File: src/rtl/button_debounce_array_pkg.sv
// Shared types and constants for the front-panel button debouncer array.
package button_debounce_array_pkg;

   typedef enum logic [1:0] {
      IDLE         = 2'b00,
      PRESS_WAIT   = 2'b01,
      HELD         = 2'b10,
      RELEASE_WAIT = 2'b11
   } state_t;

   localparam int unsigned SYNC_STAGES = 2;

endpackage

File: src/rtl/button_debounce_array_debounce_channel.sv
// One button channel: tick-qualified debounce FSM with hold timer and registered
// level/press/release/long outputs.
module debounce_channel
   import button_debounce_array_pkg::*;
#(
   parameter int unsigned DEBOUNCE_TICKS = 4,
   parameter int unsigned LONG_TICKS     = 64,
   parameter int unsigned CNT_W          = $clog2(LONG_TICKS + 1)
) (
   input  logic i_sys_clk,
   input  logic i_rst,
   input  logic i_tick,
   input  logic i_btn,
   output logic o_level,
   output logic o_press,
   output logic o_release,
   output logic o_long
);

   localparam int unsigned DCNT_W = $clog2(DEBOUNCE_TICKS);
   localparam logic [DCNT_W-1:0] DCNT_ONE  = DCNT_W'(1);
   localparam logic [DCNT_W-1:0] DCNT_LAST = DCNT_W'(DEBOUNCE_TICKS - 1);
   localparam logic [CNT_W-1:0]  LCNT_MAX  = CNT_W'(LONG_TICKS);
   localparam logic [CNT_W-1:0]  LCNT_LAST = CNT_W'(LONG_TICKS - 1);

   state_t              r_state, w_state_n;
   logic [DCNT_W-1:0]   r_dcnt,  w_dcnt_n;
   logic [CNT_W-1:0]    r_lcnt,  w_lcnt_n;
   logic                r_level, w_level_n;
   logic                r_press, w_press_n;
   logic                r_release, w_release_n;
   logic                r_long, w_long_n;

   always_ff @(posedge i_sys_clk) begin
      if (i_rst) begin
         r_state   <= IDLE;
         r_dcnt    <= '0;
         r_lcnt    <= '0;
         r_level   <= 1'b0;
         r_press   <= 1'b0;
         r_release <= 1'b0;
         r_long    <= 1'b0;
      end else begin
         r_state   <= w_state_n;
         r_dcnt    <= w_dcnt_n;
         r_lcnt    <= w_lcnt_n;
         r_level   <= w_level_n;
         r_press   <= w_press_n;
         r_release <= w_release_n;
         r_long    <= w_long_n;
      end
   end

   always_comb begin
      w_state_n   = r_state;
      w_dcnt_n    = r_dcnt;
      w_lcnt_n    = r_lcnt;
      w_level_n   = r_level;
      w_press_n   = 1'b0;
      w_release_n = 1'b0;
      w_long_n    = 1'b0;
      if (i_tick) begin
         case (r_state)
            IDLE: begin
               if (i_btn) begin
                  w_state_n = PRESS_WAIT;
                  w_dcnt_n  = DCNT_ONE;
               end
            end
            PRESS_WAIT: begin
               if (!i_btn) begin
                  w_state_n = IDLE;
                  w_dcnt_n  = '0;
               end else if (r_dcnt == DCNT_LAST) begin
                  w_state_n = HELD;
                  w_press_n = 1'b1;
                  w_level_n = 1'b1;
                  w_dcnt_n  = '0;
                  w_lcnt_n  = '0;
               end else begin
                  w_dcnt_n = r_dcnt + DCNT_ONE;
               end
            end
            HELD: begin
               if (!i_btn) begin
                  w_state_n = RELEASE_WAIT;
                  w_dcnt_n  = DCNT_ONE;
               end else if (r_lcnt != LCNT_MAX) begin
                  // saturating at LONG_TICKS guarantees a single long pulse per press
                  w_lcnt_n = r_lcnt + CNT_W'(1);
                  w_long_n = (r_lcnt == LCNT_LAST);
               end
            end
            RELEASE_WAIT: begin
               if (i_btn) begin
                  w_state_n = HELD;
                  w_dcnt_n  = '0;
               end else if (r_dcnt == DCNT_LAST) begin
                  w_state_n   = IDLE;
                  w_release_n = 1'b1;
                  w_level_n   = 1'b0;
                  w_dcnt_n    = '0;
                  w_lcnt_n    = '0;
               end else begin
                  w_dcnt_n = r_dcnt + DCNT_ONE;
               end
            end
            default: w_state_n = IDLE;
         endcase
      end
   end

   assign o_level   = r_level;
   assign o_press   = r_press;
   assign o_release = r_release;
   assign o_long    = r_long;

endmodule

File: src/rtl/button_debounce_array.sv
// N_CH-channel button conditioner: shared slow-clock tick detector, per-button
// synchronisers and one debounce_channel per button.
module button_debounce_array
   import button_debounce_array_pkg::*;
#(
   parameter int unsigned N_CH           = 4,
   parameter int unsigned DEBOUNCE_TICKS = 4,
   parameter int unsigned LONG_TICKS     = 64
) (
   input  logic            fpga_clk,
   input  logic            rst,
   input  logic            i_clk,
   input  logic [N_CH-1:0] button,
   output logic [N_CH-1:0] btn_level,
   output logic [N_CH-1:0] btn_press,
   output logic [N_CH-1:0] btn_release,
   output logic [N_CH-1:0] btn_long
);

   localparam int unsigned CNT_W = $clog2(LONG_TICKS + 1);

   logic [SYNC_STAGES-1:0] r_tick_sync;
   logic                   r_tick_dly;
   logic                   w_tick;
   logic [N_CH-1:0]        r_btn_sync [SYNC_STAGES];
   logic [N_CH-1:0]        w_btn;

   always_ff @(posedge fpga_clk) begin
      if (rst) begin
         r_tick_sync <= '0;
         r_tick_dly  <= 1'b0;
      end else begin
         r_tick_sync <= {r_tick_sync[SYNC_STAGES-2:0], i_clk};
         r_tick_dly  <= r_tick_sync[SYNC_STAGES-1];
      end
   end

   // rising edge of the synchronised slow clock, one fpga_clk cycle wide
   assign w_tick = r_tick_sync[SYNC_STAGES-1] & ~r_tick_dly;

   always_ff @(posedge fpga_clk) begin
      if (rst) begin
         for (int unsigned s = 0; s < SYNC_STAGES; s++) begin
            r_btn_sync[s] <= '0;
         end
      end else begin
         r_btn_sync[0] <= button;
         for (int unsigned s = 1; s < SYNC_STAGES; s++) begin
            r_btn_sync[s] <= r_btn_sync[s-1];
         end
      end
   end

   assign w_btn = r_btn_sync[SYNC_STAGES-1];

   for (genvar g = 0; g < N_CH; g++) begin : g_ch
      debounce_channel #(
         .DEBOUNCE_TICKS(DEBOUNCE_TICKS),
         .LONG_TICKS    (LONG_TICKS),
         .CNT_W         (CNT_W)
      ) u_ch (
         .i_sys_clk(fpga_clk),
         .i_rst    (rst),
         .i_tick   (w_tick),
         .i_btn    (w_btn[g]),
         .o_level  (btn_level[g]),
         .o_press  (btn_press[g]),
         .o_release(btn_release[g]),
         .o_long   (btn_long[g])
      );
   end

endmodule
File: config.mk
export PLATFORM = sky130hd
export DESIGN_NAME = button_debounce_array
export DESIGN_NICKNAME = d
export VERILOG_FILES = /design/src/rtl/button_debounce_array_pkg.sv /design/src/rtl/button_debounce_array_debounce_channel.sv /design/src/rtl/button_debounce_array.sv
export SDC_FILE = /design/constraint.sdc
export NUM_CORES = 1
export LEC_CHECK = 0
export BUFFER_PORTS_ARGS = -buffer_cell sky130_fd_sc_hd__buf_2
export CAP_MARGIN = 10
export CORE_ASPECT_RATIO = 0.5
export CORE_UTILIZATION = 55
export CTS_BUF_LIST = sky130_fd_sc_hd__clkbuf_8 sky130_fd_sc_hd__clkbuf_16
export DETAILED_ROUTE_END_ITERATION = 10
export PLACE_DENSITY = 0.74
export SLEW_MARGIN = 20
export SYNTH_ARGS = -nofsm -noshare
export SYNTH_HDL_FRONTEND = slang
export SYNTH_SLANG_ARGS = --single-unit
export TNS_END_PERCENT = 1
File: constraint.sdc
create_clock -name fpga_clk -period 2.2 [get_ports fpga_clk]
set_input_delay 0.22 -clock fpga_clk [delete_from_list [all_inputs] [get_ports fpga_clk]]
set_output_delay 0.22 -clock fpga_clk [all_outputs]
set_load 0.02 [all_outputs]
==> impl_metrics.toml <==
[clock_tree]
cts_buffers = 9
cts_resized = 0
clockBufferDepth = 2
cts_tree = "done"
cts.sinks = 71
hold_buffers = 0
cts-root-buf = "clkbuf_16"
htreeDepth = 3
clock_latency_ns = 0.33
cts_setup_buffers = 0
clkSlewWorstSetupHoldPaths_ns = 0.05

[pwr]
p_leak_nw = 1.437
p_total_mw = 2.672
ir_worst_vdd_uv = 477.4
p_per_area_mw_per_mm2 = 713.2

[cells_and_area]
areaGrowthSynthToFinish_pct = 9.993
stdcell_area_mm2 = 0.003746
nets = 420
diodes = 0
final_common_cell = "dfxtp_1"
layout_common_cells = "71 x dfxtp_1, 35 x a21oi_1, 24 x nand2_1"
nFillCells = 476
ff_latch_area_mm2 = 0.001421
final_layout_size_suffix_gt1_frac = 0.1343
multi_input_area_mm2 = 0.001738

[synth]
synth_async_sr_flop_share = 0
yosysWarnings = 0
synth_top_family_by_area = "simple AND/OR/NAND/NOR gates"
synth.area.top_cells = "dfxtp_1 42%, ha_1 5.5%, a21oi_1 5.1%"
synthXorXnorAreaFrac = 0.007715
ys_ff_latch = 71
synth.top_cell.area_share = 0.4173
ys.flop_type = "dfxtp_1"
synthSimpleGateAreaFrac = 0.2619
yosysSeqAreaShare = 0.4173
syn-num-nets = 412
yosysUniqueCellTypes = 49
synth-edff-count = 0
synth.largest_area_cell = "dfxtp_1"
synth_fa_ha_area_frac = 0.05511
muxShareOfSynthArea = 0.01580
synthCells = 390
synth_compound_area_frac = 0.1697
syn_avg_cell_area_um2 = 8.733
netlist_area_mm2 = 0.003406

[critical_path]
cpPeakStageDelay_ns = 0.49
startpoint_type = "register"
endpoint_kind = "register"
critPathSlowestCell = "a211oi_2"
crit_fanout = 8
rr_startpoint = "g_ch[2].u_ch.r_lcnt[0]"
path_class = "register to register"
crit_buf_inv = 1
worstPathCellList = "inv_1, ha_1, nor4b_1, a211oi_2, nand2b_1, o21ai_0, and2_1"
required_ns = 2.43
crit_path_start = "g_ch[2].u_ch.r_lcnt[0]"
arrival_ns = 2.21
cpLargestDelayFamily = "simple AND/OR/NAND/NOR gates"

[flow_run]
cap_violations = 0

[global_routing]
grt_usage = 0.2291
gr-total-overflow = 0
grt_max_degree = 33
antenna_found_initial = 0
grt_pass1_wl_mm = 11.44
grt_pass1_vias = 2581

[timing]
clock_skew_ns = 0.004885
slew_headroom = 0.6688
post-route-period-util = 0.9009
grt_setup_unrepaired = "false"
whs_ns = 0.09979
tns_ns = 0
fmax_mhz = 504.6
setup_viol = 0
min_period_ns = 1.982
worst_pin_slew_ns = 0.4959
slew_violations = 0
hold_violations = 0

[drt]
route.detailed.drc = 0
routed_wl_mm = 6.827
drt_iter0_markers = 217
ant_nets = 0
wire_per_inst_um = 14.05
firstDrtPassIters = 4
dr_total_vias = 2820
viasPerCell = 5.802

[placed_design]
dp_hpwl_mm = 4.610
place_area_mm2 = 0.003487
place.gp.congestion = 0.8217
numPortBuffers = 22

[hold_path]
hold_start = "button[2]"
hp-class = "input port to register"

[floorplan]
initial_core_util = 0.5945
dieArea_mm2 = 0.006530
core_mm2 = 0.005729
fp.dieW_um = 113.3
die_h_um = 57.65
io_pins = 23
std_cell_rows = 19

[run_status]
status = "completed"
## layout make-up
type / count / area share
multi-input combinational: 272 / 0.4639
sequential: 71 / 0.3794
inverter: 14 / 0.01403
clock buffer: 10 / 0.06379
timing repair buffer: 30 / 0.04542
tap: 84 / 0.02806
clock inverter: 5 / 0.005344
## path summary, 6_finish.rpt
kind / end / slack (ns) / cells past startpoint
worst min register to register: r_tick_sync[1] / 0.43 / 1
worst min-delay path: r_btn_sync[0][2] / 0.1 / 2
worst max register to register: g_ch[2].u_ch.r_lcnt[1] / 0.22 / 7
worst max-delay path: g_ch[2].u_ch.r_lcnt[1] / 0.22 / 7
## worst reg2reg max path: cells and delay by family (launching register included)
| kind | cells | cell delay [ns] |
|---|---|---|
| buffers and inverters | 1 | 0.06 |
| AO/OA/AOI/OAI | 2 | 0.62 |
| flip-flops | 1 | 0.38 |
| adder cells (fa/ha/maj) | 1 | 0.19 |
| AND/OR/NAND/NOR | 3 | 0.63 |
## routing by layer
metal	vias to the layer above	track usage	share of wire
met4	0	0.08459	0.012
met5	-	0	0
met3	6	0.08473	0.047
li1	1401	-	-
met2	61	0.3865	0.47
met1	1352	0.2731	0.47
## per-stage QoR
step | std cells | utilization | worst slack [ns]
6_report | 486 | 0.6539 | 0.2181
5_1_grt | 486 | 0.6539 | 0.06309
4_1_cts | 486 | 0.6539 | 0.2272
3_5_place_dp | 471 | 0.6086 | 0.3073
3_3_place_gp | 471 | 0.6086 | 0.4066
2_1_floorplan | 390 | - | 0.4617
## synthesized netlist by cell type (5+ instances only)
cell type and number:
dfxtp_1 71, a21oi_1 35, nand2_1 24, nor2_1 23
o21ai_0 19, buf_4 17, nor2b_1 17, nand2b_1 16
nand3_1 16, ha_1 15, inv_1 14, nand4_1 10
and3_1 9, nor3_1 9, clkbuf_1 8, a311oi_1 7
or3_1 7, a211oi_1 6, a31oi_1 6, buf_2 5
nor4_1 5
## cells by family (layout without fill, tap and decap cells)
kind of cell,count (synthesis),count (layout)
and+or+nand+nor,158,158
buffers and inverters,47,59
AOI/OAI and AO/OA,91,91
adders and majority gates,15,15
DFF,71,71
xor gates and xnor gates,3,3
muxes,5,5
## flip-flops by register name, summed over array words and instances, names as in the netlist, named ones only
signal and count:
g_ch.u_ch.o_release 4, r_btn_sync 8, g_ch.u_ch.r_dcnt 8, r_tick_dly 1, g_ch.u_ch.o_long 4, g_ch.u_ch.r_state 4, g_ch.u_ch.o_level 4, g_ch.u_ch.r_lcnt 28
g_ch.u_ch.o_press 4, r_tick_sync 2
## report_power, final
part           internal, mW  switching [mW]
clock network         0.767           0.498
logic                0.0315          0.0592
registers              1.30          0.0124
total                  2.10           0.570
(Power assumes the default switching activity.)
